===== src/rtl/seven_seg_scan_driver_if.sv =====
`timescale 1ns/1ps
// Bundle of display-driver signals: digit data, load strobe, blanking controls
// and the registered segment/digit-select/frame outputs.
interface seven_seg_scan_driver_if #(
  parameter int NUM_DIGITS = 4
);
  logic [4*NUM_DIGITS-1:0] digits_in;
  logic                    load;
  logic [NUM_DIGITS-1:0]   blank_mask;
  logic                    lz_blank;
  logic [6:0]              seven_seg;
  logic [NUM_DIGITS-1:0]   digit_en;
  logic                    frame_done;

  modport master (
    output digits_in, load, blank_mask, lz_blank,
    input  seven_seg, digit_en, frame_done
  );

  modport slave (
    input  digits_in, load, blank_mask, lz_blank,
    output seven_seg, digit_en, frame_done
  );
endinterface


===== src/rtl/seven_seg_scan_driver.sv =====
`timescale 1ns/1ps
// Multiplexed seven-segment scanner: double-buffered hex digits, per-digit and
// leading-zero blanking, registered segment/select outputs and frame pulse.
module seven_seg_scan_driver #(
  parameter int NUM_DIGITS  = 4,
  parameter int REFRESH_DIV = 4
) (
  input logic                    clk,
  input logic                    rst,
  seven_seg_scan_driver_if.slave bus
);

  localparam int IDX_W = (NUM_DIGITS > 1) ? $clog2(NUM_DIGITS) : 1;
  localparam int PRE_W = (REFRESH_DIV > 1) ? $clog2(REFRESH_DIV) : 1;
  localparam int ACT_W = 4 * NUM_DIGITS;
  localparam logic [PRE_W-1:0] PRE_LAST = PRE_W'(REFRESH_DIV - 1);
  localparam logic [IDX_W-1:0] IDX_LAST = IDX_W'(NUM_DIGITS - 1);

  function automatic logic [6:0] hex_to_seg(input logic [3:0] v);
    case (v)
      4'h0:    hex_to_seg = 7'b1111110;
      4'h1:    hex_to_seg = 7'b0110000;
      4'h2:    hex_to_seg = 7'b1101101;
      4'h3:    hex_to_seg = 7'b1111001;
      4'h4:    hex_to_seg = 7'b0110011;
      4'h5:    hex_to_seg = 7'b1011011;
      4'h6:    hex_to_seg = 7'b1011111;
      4'h7:    hex_to_seg = 7'b1110000;
      4'h8:    hex_to_seg = 7'b1111111;
      4'h9:    hex_to_seg = 7'b1111011;
      4'hA:    hex_to_seg = 7'b1110111;
      4'hB:    hex_to_seg = 7'b0011111;
      4'hC:    hex_to_seg = 7'b1001110;
      4'hD:    hex_to_seg = 7'b0111101;
      4'hE:    hex_to_seg = 7'b1001111;
      default: hex_to_seg = 7'b1000111;
    endcase
  endfunction

  logic [PRE_W-1:0]      pre_q, pre_d;
  logic [IDX_W-1:0]      idx_q, idx_d;
  logic [ACT_W-1:0]      active_q, active_d;
  logic [ACT_W-1:0]      pending_q, pending_d;
  logic                  pend_vld_q, pend_vld_d;
  logic [6:0]            seg_q, seg_d;
  logic [NUM_DIGITS-1:0] en_q, en_d;
  logic                  fdone_q, fdone_d;

  logic                  step, wrap, lz_run, cur_blank;
  logic [3:0]            cur_nib;
  logic [NUM_DIGITS-1:0] zero_above;

  always_comb begin
    step       = (pre_q == PRE_LAST);
    wrap       = step && (idx_q == IDX_LAST);
    pre_d      = step ? '0 : pre_q + 1'b1;
    idx_d      = idx_q;
    active_d   = active_q;
    pending_d  = pending_q;
    pend_vld_d = pend_vld_q;
    if (step) begin
      idx_d = wrap ? '0 : idx_q + 1'b1;
    end

    // A load landing on the wrap edge bypasses the pending buffer entirely.
    if (wrap) begin
      if (bus.load) begin
        active_d   = bus.digits_in;
        pend_vld_d = 1'b0;
      end else if (pend_vld_q) begin
        active_d   = pending_q;
        pend_vld_d = 1'b0;
      end
    end else if (bus.load) begin
      pending_d  = bus.digits_in;
      pend_vld_d = 1'b1;
    end

    // zero_above[k]: active digits k..NUM_DIGITS-1 are all zero.
    lz_run     = 1'b1;
    zero_above = '0;
    for (int k = NUM_DIGITS - 1; k >= 0; k--) begin
      lz_run        = lz_run && (active_q[4*k +: 4] == 4'h0);
      zero_above[k] = lz_run;
    end

    cur_nib   = 4'h0;
    cur_blank = 1'b0;
    for (int k = 0; k < NUM_DIGITS; k++) begin
      if (idx_q == IDX_W'(k)) begin
        cur_nib   = active_q[4*k +: 4];
        cur_blank = bus.blank_mask[k] | (bus.lz_blank & zero_above[k] & (k != 0));
      end
    end

    seg_d   = cur_blank ? 7'b0000000 : hex_to_seg(cur_nib);
    en_d    = NUM_DIGITS'(1) << idx_q;
    fdone_d = wrap;
  end

  always_ff @(posedge clk) begin
    if (rst) begin
      pre_q      <= '0;
      idx_q      <= '0;
      active_q   <= '0;
      pending_q  <= '0;
      pend_vld_q <= 1'b0;
      seg_q      <= '0;
      en_q       <= '0;
      fdone_q    <= 1'b0;
    end else begin
      pre_q      <= pre_d;
      idx_q      <= idx_d;
      active_q   <= active_d;
      pending_q  <= pending_d;
      pend_vld_q <= pend_vld_d;
      seg_q      <= seg_d;
      en_q       <= en_d;
      fdone_q    <= fdone_d;
    end
  end

  assign bus.seven_seg  = seg_q;
  assign bus.digit_en   = en_q;
  assign bus.frame_done = fdone_q;

endmodule


===== src/flat_wrapper.sv =====
// flat-port wrapper written by rule: the top's interface ports become plain ports
module seven_seg_scan_driver_flat 
#(
  parameter int NUM_DIGITS  = 4,
  parameter int REFRESH_DIV = 4
)
  (clk, rst, bus_digits_in, bus_load, bus_blank_mask, bus_lz_blank, bus_seven_seg, bus_digit_en, bus_frame_done);
  seven_seg_scan_driver_if #(.NUM_DIGITS(NUM_DIGITS)) bus_i ();
  input logic clk;
  input logic rst;
  input wire logic [$bits(bus_i.digits_in)-1:0] bus_digits_in;
  input wire logic [$bits(bus_i.load)-1:0] bus_load;
  input wire logic [$bits(bus_i.blank_mask)-1:0] bus_blank_mask;
  input wire logic [$bits(bus_i.lz_blank)-1:0] bus_lz_blank;
  output wire logic [$bits(bus_i.seven_seg)-1:0] bus_seven_seg;
  output wire logic [$bits(bus_i.digit_en)-1:0] bus_digit_en;
  output wire logic [$bits(bus_i.frame_done)-1:0] bus_frame_done;
  assign bus_i.digits_in = bus_digits_in;
  assign bus_i.load = bus_load;
  assign bus_i.blank_mask = bus_blank_mask;
  assign bus_i.lz_blank = bus_lz_blank;
  assign bus_seven_seg = bus_i.seven_seg;
  assign bus_digit_en = bus_i.digit_en;
  assign bus_frame_done = bus_i.frame_done;
  seven_seg_scan_driver #(.NUM_DIGITS(NUM_DIGITS), .REFRESH_DIV(REFRESH_DIV)) u_core (.clk(clk), .rst(rst), .bus(bus_i));
endmodule

===== config.mk =====
export PLATFORM = sky130hd
export DESIGN_NAME = seven_seg_scan_driver_flat
export DESIGN_NICKNAME = d
export VERILOG_FILES = /design/src/rtl/seven_seg_scan_driver_if.sv /design/src/rtl/seven_seg_scan_driver.sv /design/src/flat_wrapper.sv
export SDC_FILE = /design/constraint.sdc
export NUM_CORES = 1
export LEC_CHECK = 0
export CAP_MARGIN = 20
export CORE_UTILIZATION = 35
export DETAILED_ROUTE_END_ITERATION = 6
export PLACE_DENSITY_LB_ADDON = 0.12
export SLEW_MARGIN = 40
export SYNTH_ARGS = -nofsm -noshare
export SYNTH_HDL_FRONTEND = slang
export SYNTH_SLANG_ARGS = --single-unit

===== constraint.sdc =====
create_clock -name clk -period 3.75 [get_ports clk]
set_input_delay 0.75 -clock clk [delete_from_list [all_inputs] [get_ports clk]]
set_output_delay 0.75 -clock clk [all_outputs]
set_load 0.03 [all_outputs]

# Yosys cells after proc, flatten, opt, wreduce, memory -nomap -nowiden
# Memory sizes are Yosys's and may differ from the RTL's. A register that Yosys moved wholly into a read port is not among the register bits.
# Cells that the tools add are included.
[classes] add_sub_neg=2 eq_ne=4 n_shift=1 n_mux=11 bitwise=7 reduce_logical=13
[op_table] cell="2-to-1 mux 16 bit" n=2
[op_table] cell="2-to-1 mux 4 bit" n=4
[op_table] cell="logical NOT 4 bit" n=3
[op_table] cell="equality test 2 bit, second input constant" n=3
[op_table] cell="OR reduction 2 bit" n=3
[op_table] cell="adder 2 x 1 -> 2 bit, second input constant" n=2
[op_table] cell="2-to-1 mux 1 bit" n=4
[op_table] cell="AND reduction 2 bit" n=2
[op_table] cell="<< shifter 1 x 2 -> 4 bit, first input constant" n=1
[op_table] cell="bitwise AND 1 bit" n=3
[op_table] cell="logical AND 1 bit" n=3
[op_table] cell="OR 1 bit" n=3
[op_table] cell="equality test 2 x 1 -> 1 bit, second input constant" n=1
[op_table] cell="logical NOT 2 bit" n=1
[op_table] cell="2-to-1 mux 2 bit" n=1
[op_table] cell="nonzero test 2 bit" n=1
[op_table] cell="inverter 1 bit" n=1
[word_totals] regBits=42 mem_bits_ro=112 output_inout_bits=12 word_cells=46 n_memories=1
[memory_table] name="(no name shown)" depth=16 width=7 rd=1 rd_clocked_by_memory_dff=1 wr=0 line_no="seven_seg_scan_driver.sv:20" rtl="case (v)"

# Longest topological paths before layout
[depth] word_depth=9 depth_mapped=11 ltp_nobuf=10

# Least setup slack after synthesis
# No wires, ideal clock.
[synth_path] kind="register -> register" from="register u_core.idx_q[0]" to="register u_core.seg_q[0], in the netlist u_core.bus.seven_seg[0]" arrival_ns=2.176 required_ns=3.664 path_slack_ns=1.488 stages_incl_launch_ff=11 path_buffers=1 synth_period_minus_slack_ns=2.262 cell_sequence="dfxtp_1 -> inv_1 -> ha_1 -> buf_6 -> nor3b_1 -> a221oi_1 -> inv_1 -> ha_1 -> nand2_1 -> o21ai_0 -> a221oi_2"
[synth_between] elab_chain_len=6
[synth_lines] item="start, declared" line_no="seven_seg_scan_driver.sv:41" rtl="logic [IDX_W-1:0] idx_q, idx_d;"
[synth_lines] item="start signal, assigned" line_no="seven_seg_scan_driver.sv:113" rtl="idx_q <= idx_d;"
[synth_lines] item="logical NOT 2 bit" line_no="seven_seg_scan_driver.sv:90" rtl="if (idx_q == IDX_W'(k)) begin"
[synth_lines] item="2-to-1 mux 1 bit (4 in series)" line_no="seven_seg_scan_driver.sv:90"
[synth_lines] item="OR reduction 2 bit (no line)"
[synth_lines] item="end, declared" line_no="seven_seg_scan_driver.sv:45" rtl="logic [6:0] seg_q, seg_d;"
# Several ways; a longest one is shown, not always the timed one.
# A chain may end at the register's enable or synchronous reset.

# Worst setup path after layout
# Ends and elaborated chain as after synthesis.

==> reports/metrics.cfg <==
[setup_path]
worstSetupPathType = reg2reg
critical_path_required_ps = 3960
critPathLaunch = u_core.idx_q[0]$_SDFFE_PP0P_
r2r_slack_ps = 940
crit_arrival_ps = 3020
startpoint_type = flop
crit_end = u_core.bus.seven_seg[0]$_SDFF_PP0_
regToRegEndpoint = u_core.bus.seven_seg[0]$_SDFF_PP0_
cp_max_fo = 16
reg2regPathDepth = 8
endpoint_kind = flop
r2r_start = u_core.idx_q[0]$_SDFFE_PP0P_

[sta]
finalSetupViolations = 0
period_needed_ps = 2808
fin_setup_tns_ps = 0
fin_ws_ps = 941.7
hold_viol = 0
worst_pin_slew_ps = 746.5
timing.max_slew.rel_slack = 0.5023
period_share = 0.7489
maxSlewViolCount = 0
timing.fmax_mhz = 356.1
rsz0062_at_grt = false
clock_skew_ps = 10.16

[clocking]
cts_buffers = 5
h-tree-depth = 2
cts_tree = built
worstSkewPairLatency_ps = 300
post_cts_resized = 0
cts-hold-fix-buffers = 0
cts.sinks = 49
post_cts_buffers = 0
root_buffer = clkbuf_8
cts_buffer_depth = 2
clk_pin_slew_ps = 80

[logic_synthesis]
mappedNetlistArea_mm2 = 0.002367
syn_avg_cell_area_um2 = 9.105
ys_seq_area_frac = 0.4144
synth_fp_nets = 296
synth_area_leaders = dfxtp_1, mux2i_1, a211oi_1, ha_1, nand2_1
netlist_instances = 260
ys_ff_latch = 49
synth_top_area_cell = dfxtp_1
synth_cell_types = 35
synth_top_area_frac = 0.4144
synth_warnings = 0

[floorplan]
coreArea_mm2 = 0.006422
die_area_mm2 = 0.007096
num_rows = 29
start_util = 0.3686
num_io_pins = 36
die_w_um = 84.24
die_h_um = 84.24

[run]
cap_violations = 0

[power_and_ir_drop]
p_per_area_mw_per_mm2 = 375.2
leakage_nw = 1.031
peakVddDrop_mv = 0.1963
finalPower_w = 0.001063

[global_route]
grt_pass1_vias = 1667
grt_max_degree = 44
antenna_found_initial = 0
grt_pass1_wl_um = 7769
overflow = 0
grtUsageTotal = 0.1373

[cells_and_area]
fillers = 672
diodes = 0
drive_gt1_frac = 0.06969
num-nets-final = 322
syn_to_final_growth_pct = 19.66

[detailed_routing]
vias = 1807
via_per_inst = 4.964
first_pass_iters = 6
routed_wl_um = 4671
drtIter0Drc = 61
wl_per_cell_um = 12.83
detail-route-antenna-nets = 0
drc = 8

[status]
violations = DRC
status = complete, but fails checks

[placed_design]
dp_slack_ps = 967.4
io_buffers = 35
hpwl_um = 3228
gp_congestion = 0.7861

[min_path]
hold_path_class = reg2reg

## registers in the layout, indices dropped and copies added, names as in the netlist
register	cells
u_core.bus.digit_en	4
u_core.active_q	16
u_core.bus.frame_done	1
u_core.pend_vld_q	1
u_core.bus.seven_seg	7
u_core.pending_q	16
u_core.idx_q	2
u_core.pre_q	2
## how the worst min path moves through the flow
stage,slack [ps],from,endpoint,depth (start not counted)
after detailed placement,410,u_core.pre_q[0]$_SDFF_PP0_,u_core.pre_q[0]$_SDFF_PP0_,1
after floorplan,400,u_core.pre_q[0]$_SDFF_PP0_,u_core.pre_q[0]$_SDFF_PP0_,1
after global placement,410,u_core.pre_q[0]$_SDFF_PP0_,u_core.pre_q[0]$_SDFF_PP0_,1
after global routing,450,u_core.pre_q[0]$_SDFF_PP0_,u_core.pre_q[0]$_SDFF_PP0_,1
final,420,u_core.pre_q[0]$_SDFF_PP0_,u_core.pre_q[0]$_SDFF_PP0_,1
after CTS,420,u_core.pre_q[0]$_SDFF_PP0_,u_core.pre_q[0]$_SDFF_PP0_,1
## layout make-up
class | count | area [µm²] | area share
clock buffers | 6 | 72.57 | 0.02562
clock inverters | 2 | 38.79 | 0.01369
inverters | 11 | 41.29 | 0.01458
multi-input cells | 181 | 1230 | 0.4342
flip-flops and latches | 49 | 980.9 | 0.3463
well taps | 77 | 96.34 | 0.03401
repair buffers | 38 | 372.9 | 0.1316
## logic make-up after synthesis
| kind of cell | Yosys count | synth area share |
|---|---|---|
| fa+ha+maj | 12 | 0.06342 |
| compound gates | 58 | 0.1845 |
| buf+inv | 30 | 0.06606 |
| flops | 49 | 0.4144 |
| mux | 22 | 0.09302 |
| simple gates | 89 | 0.1787 |
## critical path, stage by stage, from the launching register on
cell	delay (ps)
dfxtp_1	450
ha_1	680
a211oi_1	90
a221oi_1	620
inv_1	210
ha_1	260
nand2_1	50
o21ai_0	100
a221oi_2	240
## cells in the mapped netlist
cell,instances
dfxtp_1,49
nand2_1,38
nor2_1,25
mux2i_1,22
a21oi_1,21
a211oi_1,20
ha_1,12
inv_1,11
nor3_1,9
clkbuf_1,8
buf_2,5
buf_6,4
nor3b_1,4
o21ai_0,3
a211oi_2,2
a221oi_1,2
a221oi_4,2
buf_4,2
nand3b_1,2
nor2b_1,2
nor3b_2,2
o22ai_1,2
a221oi_2,1
a22oi_1,1
a2bb2oi_1,1
a31oi_1,1
and2_1,1
and3_1,1
nand3b_4,1
nor4_1,1
o31ai_2,1
o41ai_1,1
or2_2,1
or2b_1,1
or3_1,1
## per-layer routing
metal  global-route usage  part of all wire
met1               0.1883              0.52
met2               0.2094              0.43
met3              0.03048             0.031
met4              0.05486             0.016
met5                    0                 0
## per-stage QoR
step	utilization	hold WS, ps	instance area, µm²	std cells
after floorplan	-	397.7	2367	260
after global placement	0.4237	409.9	2721	356
after detailed placement	0.4237	411.2	2721	356
after CTS	0.4411	423.6	2833	364
after global routing	0.4411	445.4	2833	364
final	0.4411	421.5	2833	364
## report_power, final
| part | internal, W | total [W] | switching [W] |
|---|---|---|---|
| sequential | 0.000543 | 0.000551 | 0.00000849 |
| clock | 0.000200 | 0.000374 | 0.000174 |
| combinational | 0.0000655 | 0.000138 | 0.0000722 |
| total | 0.000808 | 0.00106 | 0.000255 |
## cells in the final DEF, fill, tap and decap left out, types with 2 or more instances in the layout
master,n
nor3b_1,4
nand2_1,38
nor2_1,25
a221oi_1,2
nor2b_1,2
mux2i_1,22
clkdlybuf4s50_1,35
a221oi_4,2
clkbuf_8,5
inv_1,11
nand3b_1,2
o21ai_0,3
dfxtp_1,49
nor3_1,9
a211oi_2,2
ha_1,12
a21oi_1,21
buf_4,3
a211oi_1,20
o22ai_1,2
nor3b_2,2
(Power assumes the default switching activity.)
